==> config.mk <==
export PLATFORM = sky130hd
export DESIGN_NAME = param_rr_mux_reg
export DESIGN_NICKNAME = d
export VERILOG_FILES = /design/src/rtl/mux_pkg.sv /design/src/rtl/rr_arbiter.sv /design/src/rtl/param_rr_mux_reg.sv
export SDC_FILE = /design/constraint.sdc
export NUM_CORES = 1
export LEC_CHECK = 0
export ABC_AREA = 1
export BUFFER_PORTS_ARGS = -buffer_cell sky130_fd_sc_hd__buf_2
export CAP_MARGIN = 20
export CELL_PAD_IN_SITES_DETAIL_PLACEMENT = 1
export CELL_PAD_IN_SITES_GLOBAL_PLACEMENT = 2
export CORE_UTILIZATION = 28
export CTS_CLUSTER_SIZE = 40
export DETAILED_ROUTE_END_ITERATION = 7
export PLACE_DENSITY = 0.88
export SETUP_SLACK_MARGIN = 0.15
export SLEW_MARGIN = 0
export SYNTH_ARGS = -nofsm -noshare
export SYNTH_HDL_FRONTEND = slang
export SYNTH_SLANG_ARGS = --single-unit
==> constraint.sdc <==
create_clock -name clk -period 6.2 [get_ports clk]
set_input_delay 0 -clock clk [delete_from_list [all_inputs] [get_ports clk]]
set_output_delay 0 -clock clk [all_outputs]
set_load 0.02 [all_outputs]
==> src/rtl/mux_pkg.sv <==
// Shared helpers for the channel multiplexer family: index width, mode
// encoding and index-to-one-hot conversion.
package mux_pkg;

   localparam int   MAX_NCH    = 256;
   localparam logic MODE_FIXED = 1'b0;
   localparam logic MODE_RR    = 1'b1;

   function automatic int clog2(input int n);
      int r;
      r = 0;
      for (int i = 0; i < 31; i++) begin
         if ((1 << i) < n) r = i + 1;
      end
      return r;
   endfunction

   // Caller slices the low NCH bits; indices past MAX_NCH give all-zero.
   function automatic logic [MAX_NCH-1:0] idx_to_onehot(input int unsigned idx);
      logic [MAX_NCH-1:0] oh;
      oh = '0;
      if (idx < MAX_NCH) oh = {{(MAX_NCH-1){1'b0}}, 1'b1} << idx;
      return oh;
   endfunction

endpackage

==> src/rtl/rr_arbiter.sv <==
// Combinational round-robin arbiter: grants the first requester at or
// above ptr, wrapping modulo NCH (NCH need not be a power of two).
module rr_arbiter
   import mux_pkg::*;
#(
   parameter  int NCH  = 16,
   localparam int SELW = clog2(NCH)
) (
   input  logic [NCH-1:0]  req,
   input  logic [SELW-1:0] ptr,
   output logic [NCH-1:0]  grant,
   output logic [SELW-1:0] grant_idx
);

   int              idx;
   logic            found;
   logic [SELW-1:0] cand;

   always_comb begin
      grant     = '0;
      grant_idx = '0;
      found     = 1'b0;
      idx       = 0;
      cand      = '0;
      for (int k = 0; k < NCH; k++) begin
         idx = int'(ptr) + k;
         if (idx >= NCH) idx = idx - NCH;
         cand = SELW'(idx);
         if (!found && req[cand]) begin
            found       = 1'b1;
            grant[cand] = 1'b1;
            grant_idx   = cand;
         end
      end
   end

endmodule

==> src/rtl/param_rr_mux_reg.sv <==
// N-channel, W-bit registered multiplexer with valid/ready on every channel,
// selecting by round-robin or by a forced channel index.
module param_rr_mux_reg
   import mux_pkg::*;
#(
   parameter  int WIDTH = 8,
   parameter  int NCH   = 16,
   localparam int SELW  = clog2(NCH)
) (
   input  logic                 clk,
   input  logic                 reset,
   input  logic [NCH*WIDTH-1:0] in_data,
   input  logic [NCH-1:0]       in_valid,
   output logic [NCH-1:0]       in_ready,
   input  logic                 rr_en,
   input  logic [SELW-1:0]      fix_sel,
   output logic [WIDTH-1:0]     out_data,
   output logic [SELW-1:0]      out_sel,
   output logic                 out_valid,
   input  logic                 out_ready
);

   logic [SELW-1:0]    ptr_p1;
   logic [NCH-1:0]     rr_grant;
   logic [SELW-1:0]    rr_idx;
   logic [MAX_NCH-1:0] fix_oh;
   logic [NCH-1:0]     grant;
   logic [SELW-1:0]    grant_idx;
   logic               can_load;
   logic               accept;
   logic signed [WIDTH-1:0] sel_data;
   logic signed [WIDTH-1:0] data_p1;
   logic [SELW-1:0]    sel_p1;
   logic               vld_p1;

   rr_arbiter #(.NCH(NCH)) u_arb (
      .req       (in_valid),
      .ptr       (ptr_p1),
      .grant     (rr_grant),
      .grant_idx (rr_idx)
   );

   assign fix_oh = idx_to_onehot(int'(fix_sel));

   always_comb begin
      grant     = '0;
      grant_idx = '0;
      if (rr_en == MODE_RR) begin
         grant     = rr_grant;
         grant_idx = rr_idx;
      end else if (int'(fix_sel) < NCH) begin
         grant     = fix_oh[NCH-1:0] & in_valid;
         grant_idx = fix_sel;
      end
   end

   assign can_load = !vld_p1 || out_ready;
   assign in_ready = grant & {NCH{can_load & !reset}};
   assign accept   = |in_ready;

   always_comb begin
      sel_data = '0;
      for (int i = 0; i < NCH; i++) begin
         sel_data = sel_data | (in_data[i*WIDTH +: WIDTH] & {WIDTH{grant[i]}});
      end
   end

   // Stage p1: single output slot and round-robin pointer
   always_ff @(posedge clk or posedge reset) begin
      if (reset) begin
         data_p1 <= '0;
         sel_p1  <= '0;
         vld_p1  <= 1'b0;
         ptr_p1  <= '0;
      end else begin
         if (accept) begin
            data_p1 <= sel_data;
            sel_p1  <= grant_idx;
            vld_p1  <= 1'b1;
         end else if (out_ready) begin
            vld_p1  <= 1'b0;
         end
         if (accept && rr_en == MODE_RR) begin
            ptr_p1 <= (rr_idx == SELW'(NCH-1)) ? '0 : rr_idx + 1'b1;
         end
      end
   end

   assign out_data  = data_p1;
   assign out_sel   = sel_p1;
   assign out_valid = vld_p1;

endmodule

==> results.py, run 1 <==
metrics = {
    "timing": {
        "setup_viol": 0,
        "worstMarginPinSlew_ps": 1220,
        "fin_worst_skew_ps": 1.57,
        "min_period_ps": 5680,
        "holdWs_ps": 142,
        "rsz0062_at_grt": "false",
        "fmax_mhz": 176,
        "max_slew_margin": 0.183,
        "fin_setup_tns_ps": 0,
        "finalCritPeriodShare": 0.916,
        "maxSlewViolCount": 0,
        "hold_viol_final": 0,
    },
    "layout": {
        "antennaDiodeCount": 0,
        "final_cell_area_sq_um": 8610,
        "synthToLayoutAreaGrowth_pct": 20.5,
        "drive_gt1_frac": 0.174,
        "fin_cells": 2001,
        "fin_nets": 1840,
    },
    "power": {
        "peakVddDrop_mv": 0.446,
        "p_leak_nw": 4.52,
        "combPwrFrac": 0.937,
        "pwr-share-clk": 0.026,
        "switching_share": 0.734,
        "p_int_mw": 1.42,
        "p_per_area_nw_per_um2": 621,
        "p_seq_frac": 0.037,
        "p_switching_mw": 3.93,
        "p_total_mw": 5.35,
    },
    "yosys": {
        "yosys_warnings": 0,
        "ys_types": 39,
        "yosys_most_used_dff": "dfrtp_1",
        "synth_compound_area_frac": 0.0508,
        "synth_xor_area_frac": 0.00595,
        "ys_ff_latch": 17,
        "muxShareOfSynthArea": 0,
        "yosysTopAreaCellShare": 0.245,
        "synth_top_family_by_area": "simple AND/OR/NAND/NOR gates",
        "synthCells": 1496,
        "synth.avg_cell_area_sq_um": 4.78,
        "synth_edf_count": 0,
        "synthArstFlopShare": 1.00,
        "yosysTopAreaCell": "nand2_1",
        "synth_adder_area_share": 0.0280,
        "synth.yosys.seq_area_share": 0.0595,
        "synth_simple_gate_area_frac": 0.713,
        "synthesis.area_sq_um": 7150,
        "synth_nets": 1664,
        "yosys-top-cells-area": "nand2_1 24%, nand3_1 20%, nor2_1 15%, inv_1 9.3%, dfrtp_1 6.0%",
    },
    "global_routing": {
        "track_usage": 0.328,
        "antenna_found_initial": 0,
        "grt_max_degree": 35,
        "grt_pass1_wl_mm": 65.4,
        "grt_remaining_overflow": 0,
        "grt_pass1_vias": 10800,
    },
    "floorplan": {
        "rows": 58,
        "core_sq_um": 25100,
        "die_area_sq_um": 26200,
        "die_w_um": 162,
        "die_y_um": 162,
        "start_util": 0.285,
        "io_pins": 181,
    },
    "clock_network": {
        "cts_buffer_depth": 2,
        "post_cts_buffers": 0,
        "cts.reportedPaths.clkPinSlew_ps": 60,
        "cts_tree": "done",
        "htree_levels": 1,
        "clock_latency_ps": 250,
        "numCtsBuffers": 3,
        "root_buffer": "clkbuf_16",
        "cts_sinks": 17,
    },
    "setup_path": {
        "cp-end-kind": "flip-flop",
        "cp.arrival_ps": 5870,
        "start_kind": "flip-flop",
        "crit_slowest_cell": "nand2_1",
        "cp_common_cell": "nand2_1",
        "crit_fanout": 18,
        "critPathMaxStageDelay_ps": 540,
        "crit_required_ps": 6390,
        "critPathKind": "reg -> reg",
    },
    "detailed_routing": {
        "drt_wl_total_mm": 44.3,
        "drc": 0,
        "first_pass_iters": 5,
        "ant_nets": 0,
        "viasPerCell": 5.54,
        "drt-initial-drc-count": 1174,
        "num_vias": 11100,
        "post_drt_wl_per_cell_um": 22.1,
    },
    "worst_hold_path": {
        "hold_class": "in -> reg",
    },
    "placement": {
        "hpwl_mm": 36.3,
        "dpl_cell_area_sq_um": 8510,
        "io_buffers": 180,
        "gp_congestion": 1.04,
        "dp_cells": 1995,
    },
    "outcome": {
        "status": "finished clean",
    },
    "run": {
        "maxCapViolations": 0,
    },
}
## layer usage
layer | vias up | part of all wire | track usage
li1 | 5115 | - | -
met1 | 5288 | 0.44 | 0.470
met2 | 579 | 0.44 | 0.502
met3 | 110 | 0.081 | 0.0322
met4 | 0 | 0.042 | 0.129
met5 | - | 0 | 0
## power by group through the flow
| stage | Sequential, mW | Combinational [mW] | Clock [mW] |
|---|---|---|---|
| 5_1_grt | 0.200 | 5.35 | 0.147 |
| 6_report | 0.198 | 5.02 | 0.138 |
| 4_1_cts | 0.196 | 4.87 | 0.141 |
| 3_5_place_dp | 0.198 | 4.86 | 0 |
| 2_1_floorplan | 0.247 | 3.06 | 0 |
| 3_3_place_gp | 0.197 | 4.80 | 0 |
## logic make-up (layout without fill, tap and decap cells)
family / Yosys count / after routing
and+or+nand+nor: 1141 / 1141
buffers and inverters: 250 / 425
AOI/OAI and AO/OA: 68 / 68
DFF: 17 / 17
adders and majority gates: 16 / 16
xor gates and xnor gates: 4 / 4
## worst max-delay path, delay by kind of cell, from the launching register on
family	cells	cell delay, ps
fa+ha+maj	1	420
simple gates	21	3530
compound gates	1	430
flops	1	350
buf+inv	3	860
## flip-flops by register name (all words and copies together) (netlist names)
| name | count |
|---|---|
| out_valid | 1 |
| out_sel | 4 |
| ptr_p1 | 4 |
| out_data | 8 |
## metrics by stage
step                      utilization  setup slack (ps)
after floorplan                     -              2350
after global placement          0.339               496
after detailed placement        0.339               483
after CTS                       0.343               458
after global routing            0.343               220
final                           0.343               523
## layout make-up
type / count / area [sq um]
clock inverters: 1 / 7.51
inverters: 198 / 744
fillers: 3758 / 16500
flip-flops and latches: 17 / 425
well taps: 330 / 413
multi-input cells: 1229 / 5710
repair buffers: 223 / 1240
clock buffers: 3 / 75.1
## placed cells by master (no fill, tap or decap), drive strengths merged
master         n
clkinv         3
nand3        295
dlygate4sd3    2
buf          221
inv          195
nand3b         1
ha            16
clkbuf         3
nor2         299
a31oi          2
nand4         57
nor4           1
clkinvlp       1
a22oi          2
nor3           7
xor2           4
o22ai          1
nand2        481
o21ai         37
o2111ai        1
o21a           1
dfrtp         17
a21oi         24
## final timing paths
check	startpoint	slack, ps	end	cells past startpoint
setup / recovery	ptr_p1[1]	520	ptr_p1[0]	26
hold reg to reg	out_sel[0]	480	out_sel[0]	2
setup reg to reg	ptr_p1[1]	520	ptr_p1[0]	26
hold / removal	rr_en	140	ptr_p1[2]	3
max in group asynchronous	reset	5260	out_data[1]	3
min in group asynchronous	reset	450	out_sel[3]	3
## timing repair
action / 4_1_cts / 5_1_grt
gates resized for setup: 0 / 1
endpoints found under the hold margin: 18 / 0
hold buffers: 2 / 0
setup endpoints to repair: 0 / 17
## Yosys cell counts (4+ instances only)
library cell    n
o21ai_0        26
nor2_4          6
nand4_2         6
nor2_1        287
nand2_1       466
buf_4           8
a21oi_1        24
dfrtp_1        17
nand4_4         4
ha_1           16
nand2_4         5
nand3_2         4
nor2_2          4
buf_2          22
inv_1         178
nand4_1        47
clkbuf_1       16
inv_2          17
nor3_1          6
o21ai_1         9
nand2_2        10
nand3_1       291
(Power assumes the default switching activity.)
==> run 2: changes to the inputs <==
--- a/config.mk
+++ b/config.mk
@@ -9,11 +9,11 @@
 export BUFFER_PORTS_ARGS = -buffer_cell sky130_fd_sc_hd__buf_2
 export CAP_MARGIN = 20
 export CELL_PAD_IN_SITES_DETAIL_PLACEMENT = 1
-export CELL_PAD_IN_SITES_GLOBAL_PLACEMENT = 2
-export CORE_UTILIZATION = 28
+export CELL_PAD_IN_SITES_GLOBAL_PLACEMENT = 1
+export CORE_UTILIZATION = 38
 export CTS_CLUSTER_SIZE = 40
 export DETAILED_ROUTE_END_ITERATION = 7
-export PLACE_DENSITY = 0.88
+export PLACE_DENSITY = 0.87
 export SETUP_SLACK_MARGIN = 0.15
 export SLEW_MARGIN = 0
 export SYNTH_ARGS = -nofsm -noshare
==> run 2 against run 1 <==
  * Largest cell class unchanged
  * The run now ends with DRC left
  * Clock-buffer cell count is the same
  * Final cell count shrank 5.0%
  * Sequential share of layout area grew 0.082 points
==> results.py, run 2 (same netlist as run 1, synthesis figures left out) <==
metrics = {
    "outcome": {
        "status": "finished, violations left",
        "violations": "DRC",
    },
    "timing": {
        "min_period_ps": 5280,
        "finalCritPeriodShare": 0.852,
        "fmax_mhz": 189,
        "rsz0062_at_grt": "false",
        "holdWs_ps": 131,
        "worstMarginPinSlew_ps": 1110,
        "fin_worst_skew_ps": 1.74,
        "max_slew_margin": 0.252,
        "fin_setup_tns_ps": 0,
        "hold_viol_final": 0,
        "setup_viol": 0,
        "maxSlewViolCount": 0,
    },
    "global_routing": {
        "grt_max_degree": 35,
        "track_usage": 0.440,
        "antenna_found_initial": 1,
        "grt_pass1_wl_mm": 65.2,
        "grt_pass1_vias": 11100,
        "grt_remaining_overflow": 0,
    },
    "worst_hold_path": {
        "hold_class": "in -> reg",
    },
    "detailed_routing": {
        "num_vias": 11400,
        "ant_nets": 0,
        "post_drt_wl_per_cell_um": 22.9,
        "drt_wl_total_mm": 43.5,
        "drt-initial-drc-count": 1128,
        "drc": 3,
        "first_pass_iters": 7,
        "viasPerCell": 6.01,
    },
    "layout": {
        "final_cell_area_sq_um": 8470,
        "synthToLayoutAreaGrowth_pct": 18.5,
        "final_cell_mix": "466 x nand2_1, 291 x nand3_1, 286 x nor2_1, 180 x buf_2, 178 x inv_1",
        "largest_reg_flops": 8,
        "fin_nets": 1840,
        "drive_gt1_frac": 0.174,
        "final_common_cell": "nand2_1",
    },
    "clock_network": {
        "cts.reportedPaths.clkPinSlew_ps": 50,
        "clock_latency_ps": 250,
        "numCtsBuffers": 3,
        "htree_levels": 1,
        "cts_sinks": 17,
        "cts_tree": "done",
        "postCtsHoldBufs": 2,
        "post_cts_buffers": 0,
        "cts_buffer_depth": 2,
        "cts_resized": 0,
        "root_buffer": "clkbuf_16",
    },
    "setup_path": {
        "critPathMaxStageDelay_ps": 560,
        "critPathKind": "reg -> reg",
        "crit_required_ps": 6310,
        "crit_chain": "inv_2 > ha_1 > inv_1 > nand3_1 > nand3_1 > nand3_2 > nand2_4 > nand4_4 > nor2_4 > nand4_4 > nor2_8 > nand2_1 > buf_4 > nor2_1 > nor2_1 > nand3_1 > nor2_1 > nand4_1 > nand3_1 > nand2_1 > nor2_1 > nand2_2 > nor2_4 > o21ai_0",
        "cp.arrival_ps": 5390,
        "crit_fanout": 17,
        "crit_slowest_cell": "ha_1",
        "start_kind": "flip-flop",
        "cp-end-kind": "flip-flop",
    },
    "placement": {
        "gp_congestion": 1.05,
        "hpwl_mm": 35.6,
        "dpl_cell_area_sq_um": 8360,
        "io_buffers": 180,
    },
    "power": {
        "p_leak_nw": 4.52,
        "p_per_area_nw_per_um2": 625,
        "peakVddDrop_mv": 0.556,
    },
    "floorplan": {
        "core_sq_um": 18200,
        "die_w_um": 139,
        "start_util": 0.393,
        "die_y_um": 139,
        "io_pins": 181,
        "die_area_sq_um": 19400,
        "rows": 49,
    },
    "run": {
        "maxCapViolations": 0,
    },
}
## run 2: report_power, final
group	leakage, nW	switching [mW]	internal, mW
clock network	0.0409	0.0477	0.0865
registers	0.191	0.0526	0.164
logic	4.29	3.77	1.17
## run 2: worst max-delay path: cells and delay by family, from the launching register on
| kind | cells | cell delay [ps] |
|---|---|---|
| compound gates | 1 | 170 |
| fa+ha+maj | 1 | 560 |
| buf+inv | 3 | 650 |
| flops | 1 | 430 |
| simple gates | 19 | 3280 |
## run 2: path summary, 6_finish.rpt
| check | from | to | slack, ps | depth (start not counted) |
|---|---|---|---|---|
| min | rr_en | ptr_p1[1] | 130 | 3 |
| min reg2reg | out_sel[3] | out_sel[3] | 500 | 2 |
| max reg2reg | ptr_p1[0] | out_valid | 920 | 24 |
| max | ptr_p1[0] | out_valid | 920 | 24 |
| max in group asynchronous | reset | ptr_p1[2] | 5290 | 3 |
| min in group asynchronous | reset | out_data[7] | 440 | 3 |
## run 2: layout make-up
| type | count | area [sq um] |
|---|---|---|
| Fill cell | 2870 | 9740 |
| Multi-Input combinational cell | 1229 | 5700 |
| Timing Repair Buffer | 223 | 1230 |
| Inverter | 198 | 744 |
| Sequential cell | 17 | 425 |
| Tap cell | 229 | 287 |
| Clock buffer | 3 | 75.1 |
| Clock inverter | 1 | 5.00 |
| Antenna cell | 1 | 2.50 |
## run 2: through the flow
step	setup WS (ps)	power (mW)	util	instances
global route	638	5.63	0.465	1901
detailed placement	1160	4.95	0.459	1893
global placement	1290	4.84	0.459	1893
CTS	1120	5.10	0.465	1899
floorplan	2350	3.31	-	1496
finish	919	5.30	0.465	1901
## run 2: routing by layer
layer  vias up  wire [um]  share of wire  global-route usage
met5         -          0              0                   0
met4         0       2230          0.051               0.211
met3       149       4480           0.10              0.0725
met2       673      19200           0.44               0.690
met1      5484      17500           0.40               0.586
li1       5121          -              -                   -
